===== src/rtl/wall_arb_pkg.sv =====
// Shared constants and FSM encoding for the wall-map query arbiter.
package wall_arb_pkg;

  localparam int MAP_W_DEF = 200;
  localparam int MAP_H_DEF = 144;
  localparam int ADDR_W    = 15;

  typedef enum logic [1:0] {
    IDLE = 2'd0,
    ADDR = 2'd1,
    DATA = 2'd2,
    RESP = 2'd3
  } arb_state_e;

endpackage


===== src/rtl/wall_query_arb_rr_pick.sv =====
// Combinational round-robin picker: first set request cyclically after last_grant_i.
module rr_pick #(
  parameter int NUM_REQ = 3,
  parameter int IDX_W   = 2
) (
  input  logic [NUM_REQ-1:0] req_i,
  input  logic [IDX_W-1:0]   last_grant_i,
  output logic               any_o,
  output logic [IDX_W-1:0]   grant_o
);

  // Walk offsets from farthest to nearest so the nearest set request wins.
  always_comb begin
    int idx;
    idx     = 0;
    any_o   = 1'b0;
    grant_o = '0;
    for (int k = NUM_REQ; k >= 1; k--) begin
      idx = (int'(last_grant_i) + k) % NUM_REQ;
      if (req_i[IDX_W'(idx)]) begin
        any_o   = 1'b1;
        grant_o = IDX_W'(idx);
      end
    end
  end

endmodule


===== src/rtl/wall_query_arb.sv =====
// Arbitrates wall-map point queries from tanks and the bullet unit onto one map read port.
// Define WALL_ARB_BOUNDS_EN to answer off-map queries as walls without a map read.
//
// state | meaning
// IDLE  | waiting for a request; accepts the round-robin winner
// ADDR  | map read issued (map_en high, map_addr valid)
// DATA  | map bit returning; captured into rsp_hit
// RESP  | one-cycle rsp_valid pulse to the granted requester
module wall_query_arb
  import wall_arb_pkg::*;
#(
  parameter int NUM_REQ = 3,
  parameter int MAP_W   = MAP_W_DEF,
  parameter int MAP_H   = MAP_H_DEF
) (
  input  logic                 clk,
  input  logic                 rstn,
  input  logic [NUM_REQ-1:0]   req,
  input  logic [8*NUM_REQ-1:0] req_x,
  input  logic [8*NUM_REQ-1:0] req_y,
  output logic [NUM_REQ-1:0]   rsp_valid,
  output logic                 rsp_hit,
  output logic                 map_en,
  output logic [ADDR_W-1:0]    map_addr,
  input  logic                 map_data,
  output logic                 busy
);

  localparam int IDX_W = (NUM_REQ > 1) ? $clog2(NUM_REQ) : 1;

`ifdef WALL_ARB_BOUNDS_EN
  localparam bit BOUNDS_EN = 1'b1;
`else
  localparam bit BOUNDS_EN = 1'b0;
`endif

  arb_state_e       state_q, state_d;
  logic [IDX_W-1:0] grant_q, grant_d;
  logic [IDX_W-1:0] last_q, last_d;
  logic [7:0]       x_q, x_d;
  logic [7:0]       y_q, y_d;
  logic             hit_q, hit_d;

  logic             any_req;
  logic [IDX_W-1:0] pick;
  logic [7:0]       x_arr [NUM_REQ];
  logic [7:0]       y_arr [NUM_REQ];
  logic             oob;

  for (genvar g = 0; g < NUM_REQ; g++) begin : g_unpack
    assign x_arr[g] = req_x[8*g +: 8];
    assign y_arr[g] = req_y[8*g +: 8];
  end

  rr_pick #(.NUM_REQ(NUM_REQ), .IDX_W(IDX_W)) u_rr_pick (
    .req_i       (req),
    .last_grant_i(last_q),
    .any_o       (any_req),
    .grant_o     (pick)
  );

  assign oob = (int'(x_arr[pick]) >= MAP_W) || (int'(y_arr[pick]) >= MAP_H);

  always_comb begin
    state_d = state_q;
    grant_d = grant_q;
    last_d  = last_q;
    x_d     = x_q;
    y_d     = y_q;
    hit_d   = hit_q;
    unique case (state_q)
      IDLE: begin
        if (any_req) begin
          grant_d = pick;
          last_d  = pick;
          x_d     = x_arr[pick];
          y_d     = y_arr[pick];
          if (BOUNDS_EN && oob) begin
            hit_d   = 1'b1;
            state_d = RESP;
          end else begin
            state_d = ADDR;
          end
        end
      end
      ADDR: state_d = DATA;
      DATA: begin
        hit_d   = map_data;
        state_d = RESP;
      end
      RESP: state_d = IDLE;
      default: state_d = IDLE;
    endcase
  end

  always_ff @(posedge clk or negedge rstn) begin
    if (!rstn) begin
      state_q <= IDLE;
      grant_q <= '0;
      last_q  <= IDX_W'(NUM_REQ - 1);
      x_q     <= '0;
      y_q     <= '0;
      hit_q   <= 1'b0;
    end else begin
      state_q <= state_d;
      grant_q <= grant_d;
      last_q  <= last_d;
      x_q     <= x_d;
      y_q     <= y_d;
      hit_q   <= hit_d;
    end
  end

  always_comb begin
    rsp_valid = '0;
    if (state_q == RESP) rsp_valid[grant_q] = 1'b1;
  end

  // Address wraps at 15 bits by construction of the operand widths.
  assign map_addr = (ADDR_W'(y_q) * ADDR_W'(MAP_W)) + ADDR_W'(x_q);
  assign map_en   = (state_q == ADDR);
  assign rsp_hit  = hit_q;
  assign busy     = (state_q != IDLE);

endmodule


===== config.mk =====
export PLATFORM = sky130hd
export DESIGN_NAME = wall_query_arb
export DESIGN_NICKNAME = d
export VERILOG_FILES = /design/src/rtl/wall_arb_pkg.sv /design/src/rtl/wall_query_arb_rr_pick.sv /design/src/rtl/wall_query_arb.sv
export SDC_FILE = /design/constraint.sdc
export NUM_CORES = 1
export LEC_CHECK = 0
export CAP_MARGIN = 10
export CORE_MARGIN = 10
export CORE_UTILIZATION = 47
export DETAILED_ROUTE_END_ITERATION = 7
export PLACE_DENSITY = 0.81
export SETUP_SLACK_MARGIN = 0.3
export SLEW_MARGIN = 15
export SYNTH_ARGS = -nofsm -noshare
export SYNTH_HDL_FRONTEND = slang
export SYNTH_SLANG_ARGS = --single-unit

===== constraint.sdc =====
create_clock -name clk -period 3.7 [get_ports clk]
set_clock_uncertainty 0.15 [all_clocks]
set_input_delay 0.37 -clock clk [delete_from_list [all_inputs] [get_ports clk]]
set_output_delay 0.37 -clock clk [all_outputs]
set_load 0.01 [all_outputs]

==> summary.md <==
| Metric | Value |
|---|---|
| CP max FO | `3` |
| Commonest non-fill, non-tap cell in the layout | `clkdlybuf4s50_1` |
| Post-synthesis cell area | `0.00237 mm2` |
| Crit Path Category | `register to primary output` |
| Via count of the first global-routing pass | `2426` |
| Flops & latches, synth | `22` |
| Max Fclk | `256 MHz` |
| Area growth, synth to finish | `58.4%` |
| Die area | `0.00827 mm2` |
| Register area share after synthesis | `23.3%` |
| Tmin final | `3.90 ns` |
| RSZ-0062 raised after global routing | `yes` |
| HP Start | `rsp_hit` |
| Worst Hold Depth | `1` |
| Largest net degree at the start of global routing | `23` |
| Failing checks | `negative setup slack` |
| Yosys cell types | `37` |
| Routed Antenna Nets | `0` |
| Core ar. | `0.00479 mm2` |
| Row count | `25` |
| Root buf cell | `clkbuf_8` |
| Initial Util | `49.4%` |
| Diode count | `0` |
| Mapped Cells | `225` |
| CP arrival | `3.38 ns` |
| Final std cell area, no fill | `0.00375 mm2` |
| Run status | `complete, but fails checks` |
| Clk sinks | `22` |
| Number of I/O pins | `75` |
| CP Capture Type | `primary output` |
| Placed inst area | `0.00334 mm2` |
| Congestion Overflow GR | `0` |
| DP Worst Slack | `-0.361 ns` |
| Setup tns final | `-0.668 ns` |
| Leading cell types in the layout, fill and taps excluded | `clkdlybuf4s50_1 (67), buf_4 (36), mux2_2 (31), ha_1 (29), inv_1 (22)` |
| Fin Hold WS | `0.362 ns` |
| Port-buffer cells | `74` |
| First-pass GRT wire length | `11700 um` |
| Layout cells sized above 1 | `39.1%` |
| Antenna violations before repair | `0` |
| Setup WS post-layout | `-0.201 ns` |
| WL/cell | `18.1 um` |
| Vias | `2112` |
| Post-DP HPWL | `5140 um` |
| Hold crit path type | `register to register` |
| Slew HR | `35.5%` |
| Hold buffers post-CTS | `0` |
| Worst slew pin tran | `0.964 ns` |
| Syn_nets | `320` |
| Die Y | `91.0 um` |
| Max-Cap Viols | `0` |
| CTS tree | `yes` |
| Final WL | `7350 um` |
| CP startpoint kind | `register` |
| Overall global routing resource usage | `16.8%` |
| Final setup viols | `5` |
| Die X | `91.0 um` |
| DR DRC count | `0` |
| Avg Cell Area, Syn | `10.5 um2` |
| R2R setup slack | `0.69 ns` |
| Fillers | `287` |
| Worst r2r src | `last_q[1]` |
| Final hold viol count | `0` |
| Final period util | `105%` |
| Fin nets | `434` |
| Required @ worst endpoint | `3.18 ns` |
| GPL Wtd Cong | `0.831` |
| Num CTS Buffers | `3` |
| DRT Pass-1 Iters | `4` |
| Final Max Tran Viols | `0` |
| Clock Path Buffers | `2` |
| Reg2Reg Depth | `7` |
| Vias per cell | `5.21` |
| Synth warn | `0` |
| Clock slew at reported path FFs | `0.08 ns` |
| H-tree Lvls | `1` |
| Skew-Pair Late Insertion Delay | `0.26 ns` |
| Hold endpoint | `rsp_hit` |
| Reg2reg end | `y_q[2]` |
| Initial DRC count | `103` |
==> kinds of logic after synthesis <==
family                   after synthesis  share of synthesized area [%]
adder cells (fa/ha/maj)               43                           23.8
buffers and inverters                 33                           6.87
flip-flops                            22                           23.3
multiplexers                          50                           24.9
AO/OA/AOI/OAI                         32                           9.41
AND/OR/NAND/NOR                       29                           5.76
XOR/XNOR                              16                           5.92
==> critical path, stage by stage (launching register included) <==
cell     delay, ns
dfrtp_1       0.42
buf_4         0.17
ha_4          0.24
ha_4          0.26
fa_1          0.45
ha_4          0.20
buf_6         0.13
nor2_2        0.17
nor2_2        0.07
xor2_2        0.16
buf_4         0.14
buf_4         0.10
buf_6         0.09
nand2_2       0.06
nor2_2        0.12
xor2_1        0.16
buf_2         0.16
==> final cells by class <==
class                           count  area (um2)  area share [%]
Multi-Input combinational cell    170        1900            50.7
Tap cell                           67        83.8            2.24
Clock buffer                        4        55.1            1.47
Sequential cell                    22         552            14.7
Inverter                           25        93.8            2.50
Timing Repair Buffer              117        1060            28.3
==> how the worst max path moves through the flow <==
stage | endpoint | cells past startpoint | start | slack, ns
6_report | map_addr[11] | 16 | y_q[3] | -0.20
5_1_grt | map_addr[14] | 12 | y_q[3] | -0.32
4_1_cts | map_addr[14] | 11 | y_q[2] | -0.07
3_5_place_dp | map_addr[14] | 11 | y_q[2] | -0.36
3_3_place_gp | map_addr[14] | 11 | y_q[2] | -0.22
2_1_floorplan | map_addr[14] | 10 | y_q[2] | 0.30
==> routing by layer <==
layer	GRT usage, %	part of all wire, %
met3	3.37	5.2
met4	4.83	3.3
met2	31.8	52
met1	18.2	40
met5	0	0
==> what timing repair did <==
item                                    CTS  global route
gates cloned                              0             0
endpoints found under the setup margin    7             6
setup buffers                            11             4
pin swaps                                29             9
resized for setup                        60            14
endpoints found under the hold margin     0             0
==> sequential cells by signal (all words and copies together), names as in the netlist <==
name     cells
rsp_hit      1
x_q          8
y_q          8
last_q       1
grant_q      2
state_q      2
==> synth_stat cells, drive strengths merged <==
master	count	area, um2
a21o	1	7.51
a211oi	1	7.51
o32ai	1	8.76
nand2	1	3.75
o221ai	1	26.3
a32o	1	10.0
a21oi	12	60.1
o211ai	1	7.51
a311oi	1	8.76
xor2	7	61.3
o311ai	1	8.76
buf	8	68.8
o22ai	2	12.5
nor2	14	52.6
dfstp	1	26.3
ha	37	463
and2	1	6.26
dfrtp	21	526
nand3	1	5.00
nor3	5	25.0
mux2	41	499
fa	4	80.1
nand2b	1	6.26
a211o	1	8.76
and3	4	25.0
nor4	2	12.5
maj3	2	20.0
xnor2	9	78.8
mux2i	9	90.1
o31ai	1	7.51
o21ai	6	33.8
o21bai	2	15.0
inv	25	93.8
==> through the flow <==
stage               instances  utilization, %
floorplan                 225               -
global placement          386            69.8
detailed placement        386            69.8
CTS                       401            75.9
global route              405            78.3
finish                    405            78.3
Power is left out: the tool's default activity adds up to more than one toggle a clock period on the data nets, which glitch-free logic cannot reach.
==> RTL edit, RTL diff (same flow settings) <==
Set the localparam `BOUNDS_EN` to 1'b1 (it was 1'b0).
--- a/src/rtl/wall_query_arb.sv
+++ b/src/rtl/wall_query_arb.sv
@@ -32,5 +32,5 @@
   localparam bit BOUNDS_EN = 1'b1;
 `else
-  localparam bit BOUNDS_EN = 1'b0;
+  localparam bit BOUNDS_EN = 1'b1;
 `endif
 
Formal check against the unedited RTL: not equivalent (Yosys sat finds a counterexample within 4 cycles, from zero or initial values and one cycle with rstn low).
==> RTL edit against the original RTL <==
The run still ends with setup timing left; final area is 7.5% lower; non-clock buffer count decreased by 19; setup slack better by 0.0026 ns; routed wire length decreased by 9.2%; utilization decreased by 5.4 points; sequential cell count did not move; first-iteration DRC count is 24% lower; synthesized area decreased by 2.0%; die area down 1.6%; highest routed layer unchanged.
Power is not shown: default switching activity piles up to over one toggle a cycle in this logic, so the estimate is an artifact.
==> RTL edit: results (changes against the original RTL) <==
<table>
<tr><th>Metric</th><th>Value</th></tr>
<tr><th colspan="2">Outcome</th></tr>
<tr><td>Status</td><td>finished, violations left (unchanged)</td></tr>
<tr><td>Violated checks</td><td>setup timing (unchanged)</td></tr>
<tr><th colspan="2">Yosys</th></tr>
<tr><td>Ranking of synthesized cells by area</td><td>sky130_fd_sc_hd__dfrtp_1 23%, sky130_fd_sc_hd__ha_1 20%, sky130_fd_sc_hd__nand2_1 6.3%, sky130_fd_sc_hd__a21oi_1 5.6%, sky130_fd_sc_hd__o21ai_0 5.2% (was sky130_fd_sc_hd__dfrtp_1 22%, sky130_fd_sc_hd__ha_1 20%, sky130_fd_sc_hd__mux2_2 15%, sky130_fd_sc_hd__mux2_4 6.3%, sky130_fd_sc_hd__inv_1 4.0%)</td></tr>
<tr><td>Sequential fraction of the synthesis area</td><td>23.8% (was 23.3%)</td></tr>
<tr><td>Instance count of the mapped netlist</td><td>275 (was 225)</td></tr>
<tr><td>Mux share of post-synthesis cell area</td><td>5.56% (was 24.9%)</td></tr>
<tr><td>Fraction of synthesized cell area in xor and xnor cells</td><td>6.26% (was 5.92%)</td></tr>
<tr><th colspan="2">Clocking</th></tr>
<tr><td>Post-cts resize count</td><td>46 (was 60)</td></tr>
<tr><th colspan="2">Cells and area</th></tr>
<tr><td>Filler Cell Count</td><td>382 (was 287)</td></tr>
<tr><td>Layout Nets</td><td>463 (was 434)</td></tr>
<tr><td>Share of the final layout cell area in multi-input gates</td><td>51.3% (was 50.7%)</td></tr>
<tr><td>Non-clock buffer area fraction after layout</td><td>25.9% (was 28.3%)</td></tr>
<tr><td>Signal inverters</td><td>27 (was 25)</td></tr>
<tr><th colspan="2">Route</th></tr>
<tr><td>Starting DRC count in detailed routing</td><td>78 (was 103)</td></tr>
<tr><td>Post-DR vias/cell</td><td>5.20 (was 5.21)</td></tr>
<tr><td>Total wire length</td><td>6670 microns (was 7350 microns)</td></tr>
<tr><th colspan="2">Timing</th></tr>
<tr><td>Number of setup violations in the final report</td><td>3 (was 5)</td></tr>
<tr><td>Worst slew slack as a fraction of its limit</td><td>37.4% (was 35.5%)</td></tr>
<tr><td>Fin worst setup slack</td><td>-0.198 ns (was -0.201 ns)</td></tr>
<tr><th colspan="2">Global routing</th></tr>
<tr><td>Maximum number of pins on one net before global-route repair</td><td>34 (was 23)</td></tr>
<tr><td>Met2 capacity usage during global routing</td><td>28.6% (was 31.8%)</td></tr>
<tr><td>Met1 layer usage reported by global route</td><td>17.0% (was 18.2%)</td></tr>
<tr><td>Overall Global Routing Usage</td><td>15.7% (was 16.8%)</td></tr>
<tr><th colspan="2">Placement</th></tr>
<tr><td>Global placement routability congestion</td><td>0.821 (was 0.831)</td></tr>
<tr><td>HPWL after detailed placement</td><td>5200 microns (was 5140 microns)</td></tr>
<tr><th colspan="2">Worst setup path</th></tr>
<tr><td>Worst path max stage delay</td><td>0.48 ns (was 0.45 ns)</td></tr>
</table>
## RTL edit: through the flow
step / TNS, ns / hold slack (ns) / area [sq um] / setup slack [ns]
5_1_grt: -0.899 / 0.364 / 3470 / -0.323
3_3_place_gp: -0.496 / 0.319 / 3210 / -0.210
4_1_cts: -0.267 / 0.347 / 3410 / -0.158
6_report: -0.395 / 0.347 / 3470 / -0.198
2_1_floorplan: 0 / -0.0756 / 2330 / 0.301
3_5_place_dp: -0.955 / 0.329 / 3210 / -0.342
## RTL edit: worst paths after layout
check | start | endpoint | slack, ns | cells after the start
max in group asynchronous | rstn | y_q[3] | 2.29 | 1
worst min register to register | x_q[2] | x_q[2] | 0.35 | 2
worst max register to register | grant_q[0] | rsp_hit | 0.54 | 11
worst max-delay path | y_q[2] | map_addr[14] | -0.20 | 14
min in group asynchronous | rstn | x_q[0] | 0.47 | 1
worst min-delay path | x_q[2] | x_q[2] | 0.35 | 2
